<file path="src/rtl/maj_pipe_net.sv">
// Elastic pipeline of majority-of-three stages, each with a programmable
// complemented-edge mask, plus a saturating count of delivered results.
module maj_pipe_net #(
  parameter int WIDTH = 8,
  parameter int DEPTH = 4,
  parameter int CNT_W = 16,
  localparam int SW = (DEPTH > 1) ? $clog2(DEPTH) : 1
) (
  input  logic             clk,
  input  logic             rst,
  input  logic             cfg_we,
  input  logic [SW-1:0]    cfg_stage,
  input  logic [WIDTH-1:0] cfg_inv,
  output logic             cfg_err,
  input  logic             in_valid,
  output logic             in_ready,
  input  logic [WIDTH-1:0] in_data,
  output logic             out_valid,
  input  logic             out_ready,
  output logic [WIDTH-1:0] out_data,
  output logic             busy,
  output logic [CNT_W-1:0] done_cnt
);

  logic [DEPTH-1:0] r_vld;
  logic [WIDTH-1:0] r_data [DEPTH];
  logic [WIDTH-1:0] r_inv  [DEPTH];
  logic [CNT_W-1:0] r_cnt;
  logic             r_err;

  logic [DEPTH-1:0] w_adv;
  logic [DEPTH-1:0] w_srcVld;
  logic [WIDTH-1:0] w_next [DEPTH];
  logic             w_inAccept;
  logic             w_cfgInRange;
  logic             w_cfgOk;
  logic             w_outFire;

  // Bit i votes on v[i], v[i+1]^m[i] and v[i+2]; rotations supply the wrapped neighbours.
  function automatic logic [WIDTH-1:0] majStage(input logic [WIDTH-1:0] v,
                                                input logic [WIDTH-1:0] m);
    logic [WIDTH-1:0] b;
    logic [WIDTH-1:0] c;
    b = {v[0], v[WIDTH-1:1]} ^ m;
    c = {v[1:0], v[WIDTH-1:2]};
    return (v & b) | (v & c) | (b & c);
  endfunction

  // A stage may load when it is empty or everything downstream of it moves.
  always_comb begin
    logic acc;
    acc   = out_ready;
    w_adv = '0;
    for (int s = DEPTH - 1; s >= 0; s--) begin
      acc      = acc | ~r_vld[s];
      w_adv[s] = acc;
    end
  end

  assign in_ready     = w_adv[0] & ~cfg_we & ~rst;
  assign w_inAccept   = in_valid & in_ready;
  assign w_outFire    = r_vld[DEPTH-1] & out_ready;
  assign w_cfgInRange = ({1'b0, cfg_stage} < (SW+1)'(DEPTH));
  assign w_cfgOk      = cfg_we & ~busy & w_cfgInRange;

  for (genvar s = 0; s < DEPTH; s++) begin : g_stage
    if (s == 0) begin : g_first
      assign w_srcVld[s] = w_inAccept;
      assign w_next[s]   = majStage(in_data, r_inv[s]);
    end else begin : g_rest
      assign w_srcVld[s] = r_vld[s-1];
      assign w_next[s]   = majStage(r_data[s-1], r_inv[s]);
    end
  end

  // Data is captured only with a valid item so a stalled or drained stage keeps its last value.
  always_ff @(posedge clk or posedge rst) begin
    if (rst) begin
      r_vld <= '0;
      r_cnt <= '0;
      r_err <= 1'b0;
      for (int s = 0; s < DEPTH; s++) begin
        r_data[s] <= '0;
        r_inv[s]  <= '0;
      end
    end else begin
      r_err <= cfg_we & ~w_cfgOk;
      if (w_outFire && (r_cnt != '1)) begin
        r_cnt <= r_cnt + CNT_W'(1);
      end
      for (int s = 0; s < DEPTH; s++) begin
        if (w_adv[s]) begin
          r_vld[s] <= w_srcVld[s];
          if (w_srcVld[s]) begin
            r_data[s] <= w_next[s];
          end
        end
        if (w_cfgOk && (cfg_stage == SW'(s))) begin
          r_inv[s] <= cfg_inv;
        end
      end
    end
  end

  assign out_valid = r_vld[DEPTH-1];
  assign out_data  = r_data[DEPTH-1];
  assign busy      = |r_vld;
  assign done_cnt  = r_cnt;
  assign cfg_err   = r_err;

endmodule

</file>
<file path="config.mk">
export PLATFORM = sky130hd
export DESIGN_NAME = maj_pipe_net
export DESIGN_NICKNAME = d
export VERILOG_FILES = /design/src/rtl/maj_pipe_net.sv
export SDC_FILE = /design/constraint.sdc
export NUM_CORES = 1
export LEC_CHECK = 0
export ABC_AREA = 1
export CAP_MARGIN = 30
export CORE_ASPECT_RATIO = 0.9
export CORE_MARGIN = 3
export CORE_UTILIZATION = 40
export DETAILED_ROUTE_END_ITERATION = 7
export PLACE_DENSITY_LB_ADDON = 0.12
export SYNTH_ARGS = -nofsm -noshare
export SYNTH_HDL_FRONTEND = slang
export SYNTH_SLANG_ARGS = --single-unit
</file>
<file path="constraint.sdc">
create_clock -name clk -period 2.5 [get_ports clk]
set_input_delay 0.25 -clock clk [delete_from_list [all_inputs] [get_ports clk]]
set_output_delay 0.25 -clock clk [all_outputs]
set_load 0.01 [all_outputs]
</file>
==> results.py, run 1 <==
metrics = {
    "clock_network": {
        "postCtsSetupBuffers": 0,
        "cts-root-buf": "clkbuf_16",
        "cts_tree": "built",
        "insertion_delay_ns": 0.34,
        "cts_resized": 0,
        "htree_levels": 3,
        "clockBufferDepth": 2,
        "cts_hold_repair.buffers": 0,
        "cts.sinks": 85,
        "path_clk_slew_ns": 0.06,
        "numCtsBuffers": 9,
    },
    "critical_path": {
        "cp_top_family": "buffers and inverters",
        "max_stage_delay_ns": 0.58,
        "critPathLaunchType": "flip-flop",
        "crit_chain": "nand4_1 > o21a_1 > clkdlybuf4s50_1",
        "cp_data_arrival_time_ns": 1.73,
        "crit_slowest_cell": "clkdlybuf4s50_1",
        "worst-path-buf-inv": 1,
        "crit_fanout": 6,
        "rr_worst_depth": 9,
        "r2r-end": "done_cnt[8]",
        "worstReg2RegStart": "done_cnt[0]",
        "r2r_setup_slack_ns": 0.68,
        "cp.required_ns": 2.25,
        "crit_type": "flip-flop to primary output",
        "cp-end-kind": "primary output",
    },
    "pwr": {
        "pwr-share-seq": 0.470,
        "power_frac_comb": 0.290,
        "p_leak_uw": 0.00245,
        "p_int_uw": 3210,
        "power.switching_uw": 1750,
        "ir_worst_vdd_uv": 564,
        "swShare": 0.352,
        "p_per_area_nw_per_um2": 938,
        "power_frac_clock": 0.240,
    },
    "drt": {
        "viasPerCell": 4.93,
        "drc": 0,
        "post_drt_wl_per_cell_um": 13.7,
        "drtPass1Iterations": 4,
        "ant_nets": 0,
        "drt_iter0_drc": 244,
        "routed_wl_mm": 10.0,
        "vias": 3586,
    },
    "timing": {
        "tns_ns": 0,
        "slew_viol_final": 0,
        "tightest_slew_ns": 0.470,
        "hold_viol": 0,
        "period_needed_ns": 1.98,
        "timing.hold.ws_ns": 0.271,
        "period_share": 0.793,
        "skew_ns": 0.00731,
        "max-slew-margin-rel": 0.686,
        "rsz0062_at_grt": "no",
        "clock.fmax_mhz": 505,
        "finalSetupViolCount": 0,
    },
    "synth": {
        "synth_area_leaders": "dfrtp_1, nand2_1, xor2_1, nor2_1, a21oi_1",
        "yosysTopAreaCell": "dfrtp_1",
        "yosysMostFrequentCell": "nand2_1",
        "synth_edf_count": 0,
        "synth.net_count": 571,
        "ys_seq_elements": 85,
        "async_flop_share": 1.00,
        "syn_inst": 547,
        "synth_common_cells": "nand2_1, dfrtp_1, nor2_1",
        "yosysSeqAreaShare": 0.480,
        "avgSynthCellArea_um2": 8.10,
        "synth_ff_type": "dfrtp_1",
        "synth_area_um2": 4430,
        "synth_cell_types": 31,
        "ys_warn_count": 0,
        "synth_top_cell_area_share": 0.480,
    },
    "die": {
        "rows": 35,
        "core_area_um2": 10500,
        "pin_count": 51,
        "die-width_um": 117,
        "die_area_um2": 12400,
        "initial_core_util": 0.421,
        "die_h_um": 106,
    },
    "global_routing": {
        "grtUsageTotal": 0.174,
        "grt_pass1_wl_mm": 16.9,
        "antenna_found_initial": 0,
        "grt-ovfl-total": 0,
        "grt_pass1_vias": 3394,
        "grt_max_degree": 48,
    },
    "cells_and_area": {
        "areaGrowthSynthToFinish_pct": 19.4,
        "drive_gt1_frac": 0.0835,
        "n_antenna_cell": 0,
        "nets": 619,
    },
    "placement": {
        "port_buffers": 50,
        "routabilityCongestion": 0.819,
        "hpwlAfterDp_mm": 7.35,
    },
    "hold_path": {
        "hp-class": "primary input to asynchronous set/reset pin",
    },
    "run": {
        "maxCapViolations": 0,
    },
    "status": {
        "status": "finished clean",
    },
}
[sequential cells by signal (all words and copies together), names as in the netlist]
name / flops
cfg_err: 1
done_cnt: 16
out_data: 8
r_data: 24
r_inv: 32
r_vld: 4
[routing by layer]
layer | GRT usage | up-vias | wire, um
li1 | - | 1862 | -
met1 | 0.268 | 1633 | 5160
met2 | 0.244 | 79 | 4220
met3 | 0.0454 | 12 | 489
met4 | 0.0393 | 0 | 122
met5 | 0 | - | 0
[cell usage in the layout (no fill, tap or decap), types with 4 or more instances in the layout]
master           count
nand2_1            164
dfrtp_1             85
nor2_1              50
clkdlybuf4s50_1     50
a21oi_1             37
o21ai_0             34
inv_1               33
o21ai_1             33
xor2_1              26
nand3_1             22
nand2_2             10
clkbuf_16            9
o21ai_2              7
a31oi_1              4
[metrics by stage]
| stage | cells | setup slack, ns | util | power (uW) | cell area, um2 |
|---|---|---|---|---|---|
| finish | 728 | 0.519 | 0.503 | 4960 | 5290 |
| global route | 728 | 0.388 | 0.503 | 5330 | 5290 |
| CTS | 728 | 0.464 | 0.503 | 5010 | 5290 |
| detailed placement | 713 | 0.506 | 0.478 | 3790 | 5030 |
| global placement | 712 | 0.368 | 0.477 | 3750 | 5010 |
| floorplan | 547 | 0.0565 | - | 3230 | 4430 |
[cells by family (layout without fill, tap and decap cells)]
kind of cell | after synthesis | count (layout) | synth area share
buffers and inverters | 55 | 107 | 0.0585
XOR/XNOR | 27 | 27 | 0.0534
AO/OA/AOI/OAI | 117 | 117 | 0.142
adder cells (fa/ha/maj) | 1 | 1 | 0.00282
AND/OR/NAND/NOR | 262 | 262 | 0.263
flip-flops | 85 | 85 | 0.480
[final cells by class]
type                       instances  area (um2)
clock buffer                      13         250
clock inverter                     2        10.0
fill                            1022        5220
inverter                          38         144
multi-input combinational        407        2040
sequential                        85        2130
tap                              129         161
timing repair buffer              54         551
[power by group through the flow]
stage | logic, uW | registers [uW] | clock network, uW
after floorplan | 1010 | 2220 | 0
after global placement | 1420 | 2330 | 0
after detailed placement | 1440 | 2350 | 0
after CTS | 1460 | 2330 | 1220
after global routing | 1640 | 2410 | 1280
final | 1440 | 2330 | 1190
[worst max-delay path by stage]
stage / start / end / cells after the start
floorplan: rst / cfg_err / 1
global placement: done_cnt[0] / done_cnt[11] / 8
detailed placement: out_ready / in_ready / 5
CTS: r_vld[3] / in_ready / 3
global route: r_vld[3] / in_ready / 3
finish: r_vld[3] / in_ready / 3
(Power assumes the default switching activity.)
==> run 2: changes to the inputs <==
Clock period 2.5 ns to 2.1 ns, I/O delays scaled along.
==> results.py, run 2 (synthesized netlist as in run 1, its figures left out) <==
metrics = {
    "hold_path": {
        "hp-class": "primary input to asynchronous set/reset pin",
    },
    "die": {
        "pin_count": 51,
        "die-width_um": 117,
        "core_area_um2": 10500,
        "rows": 35,
        "initial_core_util": 0.421,
        "die_h_um": 106,
        "die_area_um2": 12400,
    },
    "critical_path": {
        "rr_worst_depth": 9,
        "crit_type": "flip-flop to primary output",
        "crit_fanout": 6,
        "cp_data_arrival_time_ns": 1.75,
        "cp-end-kind": "primary output",
        "critPathLaunchType": "flip-flop",
        "cp.required_ns": 1.89,
    },
    "cells_and_area": {
        "final.fill_count": 1049,
        "nets": 624,
        "regMostFlops": "r_inv",
        "areaGrowthSynthToFinish_pct": 21.0,
        "seqCellArea_um2": 2130,
        "stdcell_count": 734,
        "n_antenna_cell": 0,
        "final_common_cell": "nand2_1",
        "multiInputGateArea_um2": 2040,
        "final_cell_mix": "nand2_1, dfrtp_1, nor2_1, clkdlybuf4s50_1, a21oi_1",
        "stdcell_area_um2": 5360,
        "drive_gt1_frac": 0.0942,
        "largest_register_ff_count": 32,
    },
    "drt": {
        "drt_iter0_drc": 202,
        "ant_nets": 0,
        "vias": 3605,
        "routed_wl_mm": 9.97,
        "drtPass1Iterations": 4,
        "viasPerCell": 4.91,
        "post_drt_wl_per_cell_um": 13.6,
        "drc": 0,
    },
    "global_routing": {
        "grtUsageTotal": 0.175,
        "antenna_found_initial": 0,
        "grt-ovfl-total": 0,
        "grt_pass1_wl_mm": 16.9,
        "grt_max_degree": 86,
        "grt_pass1_vias": 3378,
    },
    "status": {
        "status": "finished clean",
    },
    "clock_network": {
        "cts-root-buf": "clkbuf_16",
        "postCtsSetupBuffers": 0,
        "numCtsBuffers": 9,
        "path_clk_slew_ns": 0.06,
        "cts_resized": 0,
        "htree_levels": 3,
        "insertion_delay_ns": 0.34,
        "cts_tree": "built",
        "cts.sinks": 85,
        "clockBufferDepth": 2,
        "cts_hold_repair.buffers": 0,
    },
    "pwr": {
        "ir_worst_vdd_uv": 633,
        "power.switching_uw": 2110,
        "p_leak_uw": 0.00249,
        "swShare": 0.345,
        "power_frac_clock": 0.257,
        "power_frac_comb": 0.293,
        "p_per_area_nw_per_um2": 1140,
        "p_int_uw": 3990,
        "pwr-share-seq": 0.450,
    },
    "placement": {
        "place_area_um2": 5070,
        "port_buffers": 50,
        "routabilityCongestion": 0.792,
        "hpwlAfterDp_mm": 7.27,
        "post-place-cells": 718,
    },
    "timing": {
        "tightest_slew_ns": 0.461,
        "slew_viol_final": 0,
        "max-slew-margin-rel": 0.692,
        "finalSetupViolCount": 0,
        "skew_ns": 0.00679,
        "timing.hold.ws_ns": 0.402,
        "hold_viol": 0,
        "period_needed_ns": 1.96,
        "clock.fmax_mhz": 510,
        "period_share": 0.934,
        "rsz0062_at_grt": "no",
        "tns_ns": 0,
    },
    "run": {
        "maxCapViolations": 0,
    },
}
[run 2: layer usage]
metal | up-vias | GRT usage | part of all wire | routed length, um
met5 | - | 0 | 0 | 0
met3 | 14 | 0.0408 | 0.050 | 500
li1 | 1876 | - | - | -
met4 | 0 | 0.0590 | 0.020 | 197
met1 | 1642 | 0.260 | 0.51 | 5070
met2 | 73 | 0.250 | 0.42 | 4200
[run 2: critical path, stage by stage (launching register included)]
cell,delay (ns)
dfrtp_1,0.45
nand4_1,0.18
o21a_1,0.22
clkdlybuf4s50_1,0.57
[run 2: final cells by class]
cell class                      count  share of cell area
Tap cell                          129              0.0301
Inverter                           38              0.0273
Sequential cell                    85               0.397
Clock inverter                      4             0.00887
Multi-Input combinational cell    407               0.381
Clock buffer                       12              0.0460
Timing Repair Buffer               59               0.110
[run 2: worst paths after layout]
kind,start,slack (ns),to
worst min-delay path,rst,0.40,done_cnt[12]
worst max-delay path,r_vld[3],0.14,in_ready
worst min register to register,r_inv[21],0.52,r_inv[21]
worst max register to register,done_cnt[0],0.47,done_cnt[8]
min in group clk,r_inv[21],0.52,r_inv[21]
max in group asynchronous,rst,1.37,r_inv[27]
[run 2: metrics by stage]
stage	setup WS [ns]	utilization	power, uW
global placement	0.0891	0.481	4510
finish	0.138	0.510	6100
CTS	0.0999	0.510	6160
detailed placement	0.168	0.482	4560
global route	0.0300	0.510	6530
floorplan	0.585	-	3840
[run 2: power groups by stage]
stage | Clock, uW | Sequential [uW] | Combinational (uW)
floorplan | 0 | 2640 | 1200
global placement | 0 | 2750 | 1760
detailed placement | 0 | 2770 | 1800
CTS | 1610 | 2740 | 1810
global route | 1680 | 2830 | 2030
finish | 1570 | 2740 | 1790
==> patch, RTL diff (flow settings as in run 2) <==
Add an input register stage for `cfg_we`, `cfg_stage` and `cfg_inv`, with the module's reset; this delays them by one clock. The other inputs are not delayed to match.
--- a/src/rtl/maj_pipe_net.sv
+++ b/src/rtl/maj_pipe_net.sv
@@ -22,4 +22,20 @@
   output logic [CNT_W-1:0] done_cnt
 );
+
+  logic cfg_we_q;
+  logic [SW-1:0] cfg_stage_q;
+  logic [WIDTH-1:0] cfg_inv_q;
+
+  always_ff @(posedge clk or posedge rst) begin
+    if (rst) begin
+      cfg_we_q    <= '0;
+      cfg_stage_q <= '0;
+      cfg_inv_q   <= '0;
+    end else begin
+      cfg_we_q    <= cfg_we;
+      cfg_stage_q <= cfg_stage;
+      cfg_inv_q   <= cfg_inv;
+    end
+  end
 
   logic [DEPTH-1:0] r_vld;
@@ -58,9 +74,9 @@
   end
 
-  assign in_ready     = w_adv[0] & ~cfg_we & ~rst;
+  assign in_ready     = w_adv[0] & ~cfg_we_q & ~rst;
   assign w_inAccept   = in_valid & in_ready;
   assign w_outFire    = r_vld[DEPTH-1] & out_ready;
-  assign w_cfgInRange = ({1'b0, cfg_stage} < (SW+1)'(DEPTH));
-  assign w_cfgOk      = cfg_we & ~busy & w_cfgInRange;
+  assign w_cfgInRange = ({1'b0, cfg_stage_q} < (SW+1)'(DEPTH));
+  assign w_cfgOk      = cfg_we_q & ~busy & w_cfgInRange;
 
   for (genvar s = 0; s < DEPTH; s++) begin : g_stage
@@ -85,5 +101,5 @@
       end
     end else begin
-      r_err <= cfg_we & ~w_cfgOk;
+      r_err <= cfg_we_q & ~w_cfgOk;
       if (w_outFire && (r_cnt != '1)) begin
         r_cnt <= r_cnt + CNT_W'(1);
@@ -96,6 +112,6 @@
           end
         end
-        if (w_cfgOk && (cfg_stage == SW'(s))) begin
-          r_inv[s] <= cfg_inv;
+        if (w_cfgOk && (cfg_stage_q == SW'(s))) begin
+          r_inv[s] <= cfg_inv_q;
         end
       end
Behaviour: not the same (Yosys sat finds a counterexample within 4 cycles, from zero or initial values and one cycle with rst high).
==> patch against run 2 <==
Sequential cell count rose by 11. Power is 5.2% higher. Setup slack worse by 0.0070 ns. Worst hold slack got worse by 0.12 ns. Final area up 6.0%. Area after synthesis rose by 6.7%. Fmax fell by 0.35%. Clock skew up 0.0034 ns. Wire length increased by 4.2%. Largest power group unchanged.
==> patch: results (changes against run 2) <==
initial antenna violation count=0 (unchanged); Slew Limit Fails=0 (unchanged); r2r setup slk=0.46 ns; Peak VDD IR=0.494 mV (was 0.633 mV); Slowest-stage cell, CP=clkdlybuf4s50_1 (unchanged); Total GRT Usage=17.2% (was 17.5%); Sum Neg Setup Slack=0 ns (unchanged); first-pass GRT wire length=17700 µm (was 16900 µm); dpl cells=749 (was 718); HP Class=input port to asynchronous set/reset pin (unchanged); Synth top cells by count=162 x nand2_1, 96 x dfrtp_1, 47 x nor2_1 (was 164 x nand2_1, 85 x dfrtp_1, 50 x nor2_1); Lkg Pwr=2.58 nW (was 2.49 nW); cts hold-fix bufs=0 (unchanged); Port Buffers=50 (unchanged); Yosys cell types=26 (was 31); syn nets=575 (was 571); CP max stage delay=0.57 ns (about the same); worst skew pair latency=0.35 ns; Crit path max-delay family=buffers and inverters (unchanged); Filler Cell Count=1149 (was 1049); HPWL Detailed=7670 µm (was 7270 µm); WL/cell=13.6 µm (about the same); Post-CTS Setup Repair Bufs=0 (unchanged); Placed Instance Area=0.00538 mm² (was 0.00507 mm²); layout cells sized above 1=11.8% (was 9.42%); final instance count without filler cells=765 (was 734); Net Sw Frac=35.8% (was 34.5%); Vias=3659 (was 3605); Routability Congestion=0.861 (was 0.792); CTS root buf=clkbuf_16 (unchanged); Sequential Power=2.97 mW (was 2.74 mW); hold_ws=0.279 ns (was 0.402 ns); Syn Inst Count=551 (was 547); register area share after synthesis=50.8% (was 48.0%); NumNets Final=628 (was 624); clock buffer count from CTS=9 (unchanged); clock buffer depth=2 (unchanged); ANT cells=0 (unchanged); largest register by flop count=r_inv (unchanged); clock transition at the registers of the reported paths=0.07 ns; pin count of the biggest net entering global routing=46 (was 86); Setup WS post-layout=0.131 ns (was 0.138 ns); pre-CTS setup slack=0.185 ns (was 0.168 ns); CTS HTree Levels=3 (unchanged); DRT Pass-1 Iters=4 (unchanged); max reg flops=32 (unchanged); Worst Max-Slew Pin Slew=0.449 ns (was 0.461 ns); CP arrival=1.76 ns; area taken by multi-input logic gates=0.00206 mm² (was 0.00204 mm²); largest cells by area after synthesis=dfrtp_1 51%, nand2_1 13%, xor2_1 4.8% (was dfrtp_1 48%, nand2_1 14%, xor2_1 5.1%); Final Skew=0.0102 ns (was 0.00679 ns); vias in the first global route=3467 (was 3378); result of the run=finished clean (unchanged); initial drt markers=217 (was 202); Yosys Warn Count=0 (unchanged); Post-synth ARST share=100% (unchanged); Reg power frac=46.3% (was 45.0%); Combinational Power Share=28.3% (was 29.3%)
==> patch: cell types whose count changed after synthesis, sizes merged, moves of 2 or more <==
cell	run 2	this run
dfrtp	85	96
nor2	55	53
nand3b	2	0
nand2	177	173
nand3	24	28
inv	37	31
o21ai	75	73
nand4	4	6
==> patch: cell type report <==
| type | count | share of cell area, % |
|---|---|---|
| clock buffers | 9 | 3.96 |
| clock inverters | 7 | 1.32 |
| inverters | 31 | 2.11 |
| multi-input cells | 406 | 36.2 |
| flip-flops and latches | 96 | 42.3 |
| well taps | 156 | 3.44 |
| repair buffers | 60 | 10.7 |
==> patch: path summary, 6_finish.rpt <==
check                                       from                        to  cells after the start
min                                          rst    r_data[29]$_DFFE_PP0P_                      2
max reg2reg                 r_vld[3]$_DFFE_PP0P_      r_inv[1]$_DFFE_PP0P_                      6
max in group asynchronous                    rst    r_data[21]$_DFFE_PP0P_                      3
max                         r_vld[3]$_DFFE_PP0P_                  in_ready                      3
min reg2reg                r_inv[23]$_DFFE_PP0P_     r_inv[23]$_DFFE_PP0P_                      2
min in group clk                    cfg_stage[0]  cfg_stage_q[0]$_DFF_PP0_                      1
==> patch: logic make-up (layout without fill, tap and decap cells) <==
| kind of cell | count (synthesis) | count (layout) | share of synthesized area (%) |
|---|---|---|---|
| buffers and inverters | 49 | 107 | 5.69 |
| XOR/XNOR | 28 | 28 | 5.19 |
| AO/OA/AOI/OAI | 117 | 117 | 14.7 |
| flip-flops | 96 | 96 | 50.8 |
| adder cells (fa/ha/maj) | 1 | 1 | 0.265 |
| AND/OR/NAND/NOR | 260 | 260 | 23.3 |
==> patch: layer usage <==
metal	vias to the layer above	share of wire (%)	global-route usage (%)
li1	1901	-	-
met2	68	44	26.0
met3	6	4.8	4.93
met5	-	0	0
met1	1684	51	24.3
met4	0	0.81	4.53
